## src/rtl/dip_defs_pkg.sv

```systemverilog
// rtl/dip_defs_pkg.sv - shared defaults for the trainer DIP switch debouncer
package dip_defs_pkg;

  localparam int DIP_WIDTH_DEF           = 8;
  localparam int DIP_DEBOUNCE_CYCLES_DEF = 16;
  localparam int DIP_DEBOUNCE_CYCLES_SIM = 4;

  function automatic int dip_cnt_w(input int cycles);
    return (cycles < 2) ? 1 : $clog2(cycles);
  endfunction

endpackage

```

## src/rtl/dip_debounce_bit.sv

```systemverilog
// rtl/dip_debounce_bit.sv - synchronizer, stability counter and stable register for one switch line
module dip_debounce_bit
  import dip_defs_pkg::*;
#(
  parameter int DEBOUNCE_CYCLES = DIP_DEBOUNCE_CYCLES_DEF,
  parameter int CNT_W           = dip_cnt_w(DEBOUNCE_CYCLES)
) (
  input  logic i_clk,
  input  logic i_rst_n,
  input  logic i_raw,
  output logic o_stable,
  output logic o_flip
);

  localparam logic [CNT_W-1:0] CNT_MAX = CNT_W'(DEBOUNCE_CYCLES - 1);

  logic             r_s1;
  logic             r_s2;
  logic             r_stable;
  logic [CNT_W-1:0] r_cnt;
  logic             w_differ;

  assign w_differ = (r_s2 != r_stable);
  // Flip is the toggle decision for this edge, so the event logic can see the new level in the same cycle.
  assign o_flip   = w_differ && (r_cnt == CNT_MAX);
  assign o_stable = r_stable;

  always_ff @(posedge i_clk) begin
    if (!i_rst_n) begin
      r_s1     <= 1'b0;
      r_s2     <= 1'b0;
      r_stable <= 1'b0;
      r_cnt    <= '0;
    end else begin
      r_s1 <= i_raw;
      r_s2 <= r_s1;
      if (o_flip) begin
        r_stable <= ~r_stable;
        r_cnt    <= '0;
      end else if (w_differ) begin
        r_cnt <= r_cnt + CNT_W'(1);
      end else begin
        r_cnt <= '0;
      end
    end
  end

endmodule

```

## src/rtl/trainer_dip_debouncer.sv

```systemverilog
// rtl/trainer_dip_debouncer.sv - debounced DIP switch bank with valid/ready change events
module trainer_dip_debouncer
  import dip_defs_pkg::*;
#(
  parameter int WIDTH           = DIP_WIDTH_DEF,
  parameter int DEBOUNCE_CYCLES = DIP_DEBOUNCE_CYCLES_DEF
) (
  input  logic             i_clk,
  input  logic             i_rst_n,
  input  logic [WIDTH-1:0] i_dip_raw,
  output logic [WIDTH-1:0] o_dip_stable,
  output logic             o_change_valid,
  input  logic             i_change_ready,
  output logic [WIDTH-1:0] o_change_value,
  output logic [WIDTH-1:0] o_change_mask
);

  localparam int CNT_W = dip_cnt_w(DEBOUNCE_CYCLES);

  logic [WIDTH-1:0] w_stable;
  logic [WIDTH-1:0] w_flip;
  logic [WIDTH-1:0] w_stable_next;
  logic             w_accept;
  logic             r_valid;
  logic [WIDTH-1:0] r_value;
  logic [WIDTH-1:0] r_mask;

  for (genvar gi = 0; gi < WIDTH; gi++) begin : g_bit
    dip_debounce_bit #(
      .DEBOUNCE_CYCLES (DEBOUNCE_CYCLES),
      .CNT_W           (CNT_W)
    ) u_bit (
      .i_clk    (i_clk),
      .i_rst_n  (i_rst_n),
      .i_raw    (i_dip_raw[gi]),
      .o_stable (w_stable[gi]),
      .o_flip   (w_flip[gi])
    );
  end

  assign w_stable_next = w_stable ^ w_flip;
  assign w_accept      = r_valid && i_change_ready;

  // A new flip on the accept edge starts a fresh event; without acceptance it folds into the pending one.
  always_ff @(posedge i_clk) begin
    if (!i_rst_n) begin
      r_valid <= 1'b0;
      r_value <= '0;
      r_mask  <= '0;
    end else if (w_flip != '0) begin
      r_valid <= 1'b1;
      r_value <= w_stable_next;
      r_mask  <= (!r_valid || w_accept) ? w_flip : (r_mask | w_flip);
    end else if (w_accept) begin
      r_valid <= 1'b0;
      r_mask  <= '0;
    end
  end

  assign o_dip_stable   = w_stable;
  assign o_change_valid = r_valid;
  assign o_change_value = r_value;
  assign o_change_mask  = r_mask;

endmodule

```

## config.mk

```make
export PLATFORM = sky130hd
export DESIGN_NAME = trainer_dip_debouncer
export DESIGN_NICKNAME = d
export VERILOG_FILES = /design/src/rtl/dip_defs_pkg.sv /design/src/rtl/dip_debounce_bit.sv /design/src/rtl/trainer_dip_debouncer.sv
export SDC_FILE = /design/constraint.sdc
export NUM_CORES = 1
export LEC_CHECK = 0
export CAP_MARGIN = 15
export CELL_PAD_IN_SITES_DETAIL_PLACEMENT = 1
export CELL_PAD_IN_SITES_GLOBAL_PLACEMENT = 2
export CORE_MARGIN = 2
export CORE_UTILIZATION = 30
export DETAILED_ROUTE_END_ITERATION = 7
export PLACE_DENSITY = 0.74
export SETUP_SLACK_MARGIN = 0.05
export SLEW_MARGIN = 20
export SYNTH_ARGS = -nofsm -noshare
export SYNTH_HDL_FRONTEND = slang
export SYNTH_SLANG_ARGS = --single-unit
```

## constraint.sdc

```tcl
create_clock -name i_clk -period 2.4 [get_ports i_clk]
set_input_delay 0.6 -clock i_clk [delete_from_list [all_inputs] [get_ports i_clk]]
set_output_delay 0.6 -clock i_clk [all_outputs]
set_load 0.005 [all_outputs]
```

Word-level counts from Yosys, hierarchy flattened
Index checks and enable logic that the tools add are counted.
{"block": "totals", "output_inout_bits": 25, "elab_cells": 104, "ff_bits": 73, "in_bits": 11}
{"block": "op_classes", "reduce_logical": 21, "n_addsub": 8, "n_eq_ne": 16, "n_bitwise": 19, "muxes": 5}
{"cell": "$add A4 B1 Y4 const B", "n": 8}
{"cell": "$eq A4 B4 Y1 const B", "n": 8}
{"cell": "$mux W8", "n": 3}
{"cell": "$reduce_or A3 Y1", "n": 8}
{"cell": "$not A1 Y1", "n": 17}
{"cell": "$logic_and A1 B1 Y1", "n": 9}
{"cell": "$ne A1 B1 Y1", "n": 8}
{"cell": "$or A8 B8 Y8", "n": 1}
{"cell": "$reduce_bool A8 Y1", "n": 1}
{"cell": "$xor A8 B8 Y8", "n": 1}
{"cell": "$mux W1", "n": 2}
{"cell": "$reduce_bool A2 Y1", "n": 1}
{"cell": "$logic_not A1 Y1", "n": 1}
{"cell": "$logic_or A1 B1 Y1", "n": 1}

Logic depth before layout (Yosys ltp)
{"block": "logic_depth", "word_depth": 5, "mapped_depth": 6, "ltp_nobuf": 5}

Hierarchy
A second synthesis with hierarchy kept.
{"block": "hier_totals", "cells_unflattened": 278, "hier_area_um2": 2881.5}
{"mod": "dip_debounce_bit", "n_inst": 8, "seq_area_each_um2": 140.1, "area_per_inst_um2": 250.2, "cells_each": 24}
{"mod": "trainer_dip_debouncer", "n_inst": 1, "seq_area_each_um2": 340.3, "area_per_inst_um2": 879.6, "cells_each": 86}

Worst setup path before layout
No wires, ideal clock.
{"block": "synth_path", "path_kind": "reg2reg", "start": "register g_bit[0].u_bit.r_cnt[0]", "end": "register r_value[2] (netlist: o_change_value[2])", "arrival_ps": 1799, "path_stages_with_launch": 7, "setup_time_ps": 121, "n_path_buf": 1, "t_required_ps": 2279, "setup_slack_ps": 480, "period_less_slack_ps": 1920, "path_cell_list": "dfxtp_1 -> ha_1 -> nand3_1 -> o22ai_1 -> nor4_4 -> buf_6 -> mux2_4"}
{"block": "synth_between", "elab_chain_cells": 3}
{"element": "start, declared", "line": "dip_debounce_bit.sv:20", "text": "logic [CNT_W-1:0] r_cnt;"}
{"element": "start signal, assigned", "line": "dip_debounce_bit.sv:41", "text": "r_cnt <= r_cnt + CNT_W'(1);"}
{"element": "$eq A4 B4 Y1", "line": "dip_debounce_bit.sv:25", "text": "assign o_flip = w_differ && (r_cnt == CNT_MAX);"}
{"element": "$logic_and A1 B1 Y1", "line": "dip_debounce_bit.sv:25"}
{"element": "$reduce_bool A8 Y1", "line": "trainer_dip_debouncer.sv:50", "text": "end else if (w_flip != '0) begin"}
{"element": "end signal, assigned", "line": "trainer_dip_debouncer.sv:52", "text": "r_value <= w_stable_next;"}
{"element": "end, declared", "line": "trainer_dip_debouncer.sv:25", "text": "logic [WIDTH-1:0] r_value;"}
Every way passes these cells.
A chain may end at the register's enable or synchronous reset.

Worst setup path in the final report
{"block": "layout_path", "start": "register g_bit[0].u_bit.r_cnt[0]", "end": "register r_value[6] (netlist: o_change_value[6])"}
The elaborated chain is that of the path after synthesis.

==> run summary <==
After clock tree synthesis, the setup repair step added 0 buffers. The worst register-to-register path ends at o_change_value[6]$_SDFFE_PN0P_. The number of detailed-routing iterations run before antenna repair was 4; the initial antenna violation count was 0.

For the first-pass GRT wire length, the log shows 9540 um. Leakage power figure: 1.54 nW. The count of nets left with antenna violations after detail routing is 0. The worst register-to-register path has a setup slack of 0.48 ns.

The tools report the achievable clock frequency as 521 MHz. The tool flagged a number of max-cap violations equal to 0. Class of the most critical hold timing path: reg2reg. For this configuration, the core starts out at a cell density of 31.1%. The final total negative setup slack was 0 ns; the final core area utilization was 38.1%. Subtracting the final worst setup slack from the clock period gives 1.92 ns. Global routing used 11.9% of the available tracks across all layers.

The delay contributed by the slowest stage of the critical path works out to 0.35 ns. Capture endpoint of the worst hold path: g_bit[6].u_bit.r_s2$_SDFF_PN0_. The worst setup path is captured at a register.

The antenna diode instance count was 0; the sequential element share of the synthesized area was 50.4%. The total number of placement rows was 35. The slowest stage of the critical path is the sky130_fd_sc_hd__mux2_2 cell. The tools report the via count of the first global-routing pass as 2071.

After clock tree synthesis, the clock-pin slew on the worst setup and hold paths is 0.07 ns. In this run the worst path has a maximum fanout of 10. In this run, CTS created clock tree buffers numbering 9.

The total area inside the core boundary comes to 9330 um^2. After detailed routing, the number of vias per cell comes to 4.37. The run gives 289 as the gate count after technology mapping.

The clock reaches the later pin of the worst-skew pair after 0.34 ns. For the combined area of all synthesized cells, the log shows 2900 um^2. The flow ran to the end, and the final reports show no timing, DRC or antenna violations. After clock tree synthesis, the flow added hold-fix buffers numbering 0. The count of input and output buffers was 35; the number of vias in the routed layout was 2004. Summed over all layers, the routed wires come to 5530 um.

The buffer depth of the longest clock path was 2. The die footprint was 10500 um^2; the critical path data arrival time was 2.15 ns. Setup violations remaining at the end of the flow were counted as 0. For this design, the sink count on the clock tree is 73.

The HPWL after detailed placement is 3980 um. Worst reg2reg path startpoint: g_bit[0].u_bit.r_cnt[0]$_SDFF_PP0_. The run gives 0 as the max-slew violation count. Setup repair after global routing left no endpoint under its margin. Detailed-route wire length per cell: 12.1 um. The congestion estimate from routability-driven global placement came to 0.724. The startpoint of the tightest hold check path is g_bit[6].u_bit.r_s1$_SDFF_PN0_. The post-cts repair resize count is 0, and the area added between synthesis and finish is 22.4%. The worst-case IR drop observed on VDD is 0.324 mV. For the pin with the worst max-slew slack, the measured transition is 0.617 ns. The number of placed instances, taps included, is 443. Of the cells placed in the final design, the portion with a size suffix greater than 1 is 9.09%.

In this run the power density over the cells is 612 nW/um^2. At the worst endpoint, the required time is 2.63 ns. The x dimension of the die works out to 102 um. The critical path goes through ha_1, nand3_1, o22ai_1, nor4_4, buf_4, mux2_2. After the flow finishes, the layout carries non-filler instances totaling 459. TritonCTS built the clock tree.

Critical path class: reg2reg. The critical path startpoint category is a register. The H-tree was split into 3 levels. The tools report the synthesized net count as 308. The total overflow left after global routing is 0. In the finished design, the share of the clock period the worst path needs comes to 80.0%. Post-synthesis average cell area: 10.0 um^2. The logs give 0 for the hold violation count in the final report and 58 for the pin count of the biggest net entering global routing.

Counting cells, the worst reg-to-reg path comes to 6. The clock tree root driver cell was sky130_fd_sc_hd__clkbuf_8. After the first detailed-routing iteration, the DRC count stood at 30. The hold path depth was 1; the count of cell types in the netlist was 21.

The post-route clock skew came out at 0.00908 ns. The number of top-level pins is 36, and the relative slew slack is 58.8%. The number of warnings reported in the yosys synthesis log is 0, and the floorplan die height is 102 um. The flip-flop and latch count after synthesis was 73; the final routed DRC violation total was 0. The net count of the finished layout is 344.
==> how the worst max path moves through the flow <==
stage                                            start                        endpoint  slack [ns]
finish              g_bit[0].u_bit.r_cnt[0]$_SDFF_PP0_  o_change_value[6]$_SDFFE_PN0P_        0.48
detailed placement                      i_change_ready   o_change_mask[6]$_SDFFE_PN0P_        0.41
floorplan           g_bit[0].u_bit.r_cnt[0]$_SDFF_PP0_  o_change_value[2]$_SDFFE_PN0P_        0.48
global placement                        i_change_ready   o_change_mask[3]$_SDFFE_PN0P_        0.42
global route        g_bit[0].u_bit.r_cnt[0]$_SDFF_PP0_  o_change_value[6]$_SDFFE_PN0P_        0.37
CTS                 g_bit[0].u_bit.r_cnt[0]$_SDFF_PP0_  o_change_value[6]$_SDFFE_PN0P_        0.46
==> cells in the mapped netlist <==
master                     count  share of area, %
sky130_fd_sc_hd__dfxtp_1      73                50
sky130_fd_sc_hd__and2_1       32               6.9
sky130_fd_sc_hd__nor2_1       32               4.1
sky130_fd_sc_hd__nand3_1      24               4.1
sky130_fd_sc_hd__xor2_1       24               7.2
sky130_fd_sc_hd__mux2i_1      16               5.5
sky130_fd_sc_hd__inv_1         9               1.2
sky130_fd_sc_hd__nor2b_1       9               1.9
sky130_fd_sc_hd__and3_1        8               1.7
sky130_fd_sc_hd__buf_4         8               2.1
sky130_fd_sc_hd__ha_1          8               3.4
sky130_fd_sc_hd__nand2_1       8               1.0
sky130_fd_sc_hd__o21ai_0       8               1.4
sky130_fd_sc_hd__xnor2_1       8               2.4
sky130_fd_sc_hd__mux2_2        7               2.7
sky130_fd_sc_hd__clkbuf_1      6              0.78
sky130_fd_sc_hd__o22ai_1       4              0.86
sky130_fd_sc_hd__a21boi_0      2              0.52
sky130_fd_sc_hd__buf_6         1              0.39
sky130_fd_sc_hd__mux2_4        1              0.52
sky130_fd_sc_hd__nor4_4        1              0.73
==> cells by family (layout without fill, tap and decap cells) <==
group	Yosys count	after routing	synth area share, %
AOI/OAI and AO/OA	14	14	2.76
xor gates and xnor gates	32	32	9.66
adders and majority gates	8	8	3.45
buffers and inverters	24	65	4.40
DFF	73	73	50.4
muxes	24	24	8.75
and+or+nand+nor	114	114	20.6
==> state kept, by name, summed over array words and instances (netlist names) <==
name and cells:
g_bit.u_bit.o_stable 8, g_bit.u_bit.r_cnt 32, g_bit.u_bit.r_s1 8, g_bit.u_bit.r_s2 8, o_change_mask 8, o_change_valid 1
o_change_value 8
==> critical path, delay by kind of cell, from the launching register on <==
family	cells	cell delay, ns
and+or+nand+nor	2	0.49
DFF	1	0.33
adders and majority gates	1	0.23
muxes	1	0.35
buffers and inverters	1	0.25
AOI/OAI and AO/OA	1	0.15
==> metal layers <==
metal,routed length (um),vias to the layer above,track usage (%)
li1,-,1009,-
met1,2630,952,14.9
met2,2620,31,18.9
met3,187,12,3.69
met4,102,0,4.92
met5,0,-,0
==> layout by cell type, fill, tap and decap left out, drive strengths merged, types with 9 or more instances in the layout <==
cell	n
and2	32
clkbuf	11
clkdlybuf4s50	35
dfxtp	73
inv	9
mux2i	16
nand3	24
nor2	32
nor2b	9
xor2	24
==> per-stage QoR <==
stage          setup slack [ns]  hold WS, ns  cell area [um^2]  power (mW)
3_5_place_dp              0.412        0.421              3370        1.33
6_report                  0.481        0.427              3550        2.17
5_1_grt                   0.365        0.443              3550        2.28
2_1_floorplan             0.480        0.412              2900        1.30
4_1_cts                   0.455        0.433              3550        2.21
3_3_place_gp              0.420        0.417              3370        1.33
==> power breakdown <==
part | switching (mW) | leakage [nW] | total [mW] | internal [mW]
logic | 0.0299 | 0.859 | 0.0658 | 0.0360
clock network | 0.443 | 0.0911 | 0.869 | 0.426
registers | 0.0106 | 0.592 | 1.24 | 1.23
==> area by class of cell <==
cell class / instances / area (um^2)
fillers: 1066 / 5780
flip-flops and latches: 73 / 1460
multi-input cells: 192 / 1310
repair buffers: 40 / 400
well taps: 129 / 161
clock buffers: 11 / 151
inverters: 9 / 33.8
clock inverters: 5 / 30.0
Power figures use the tool's default switching activity.
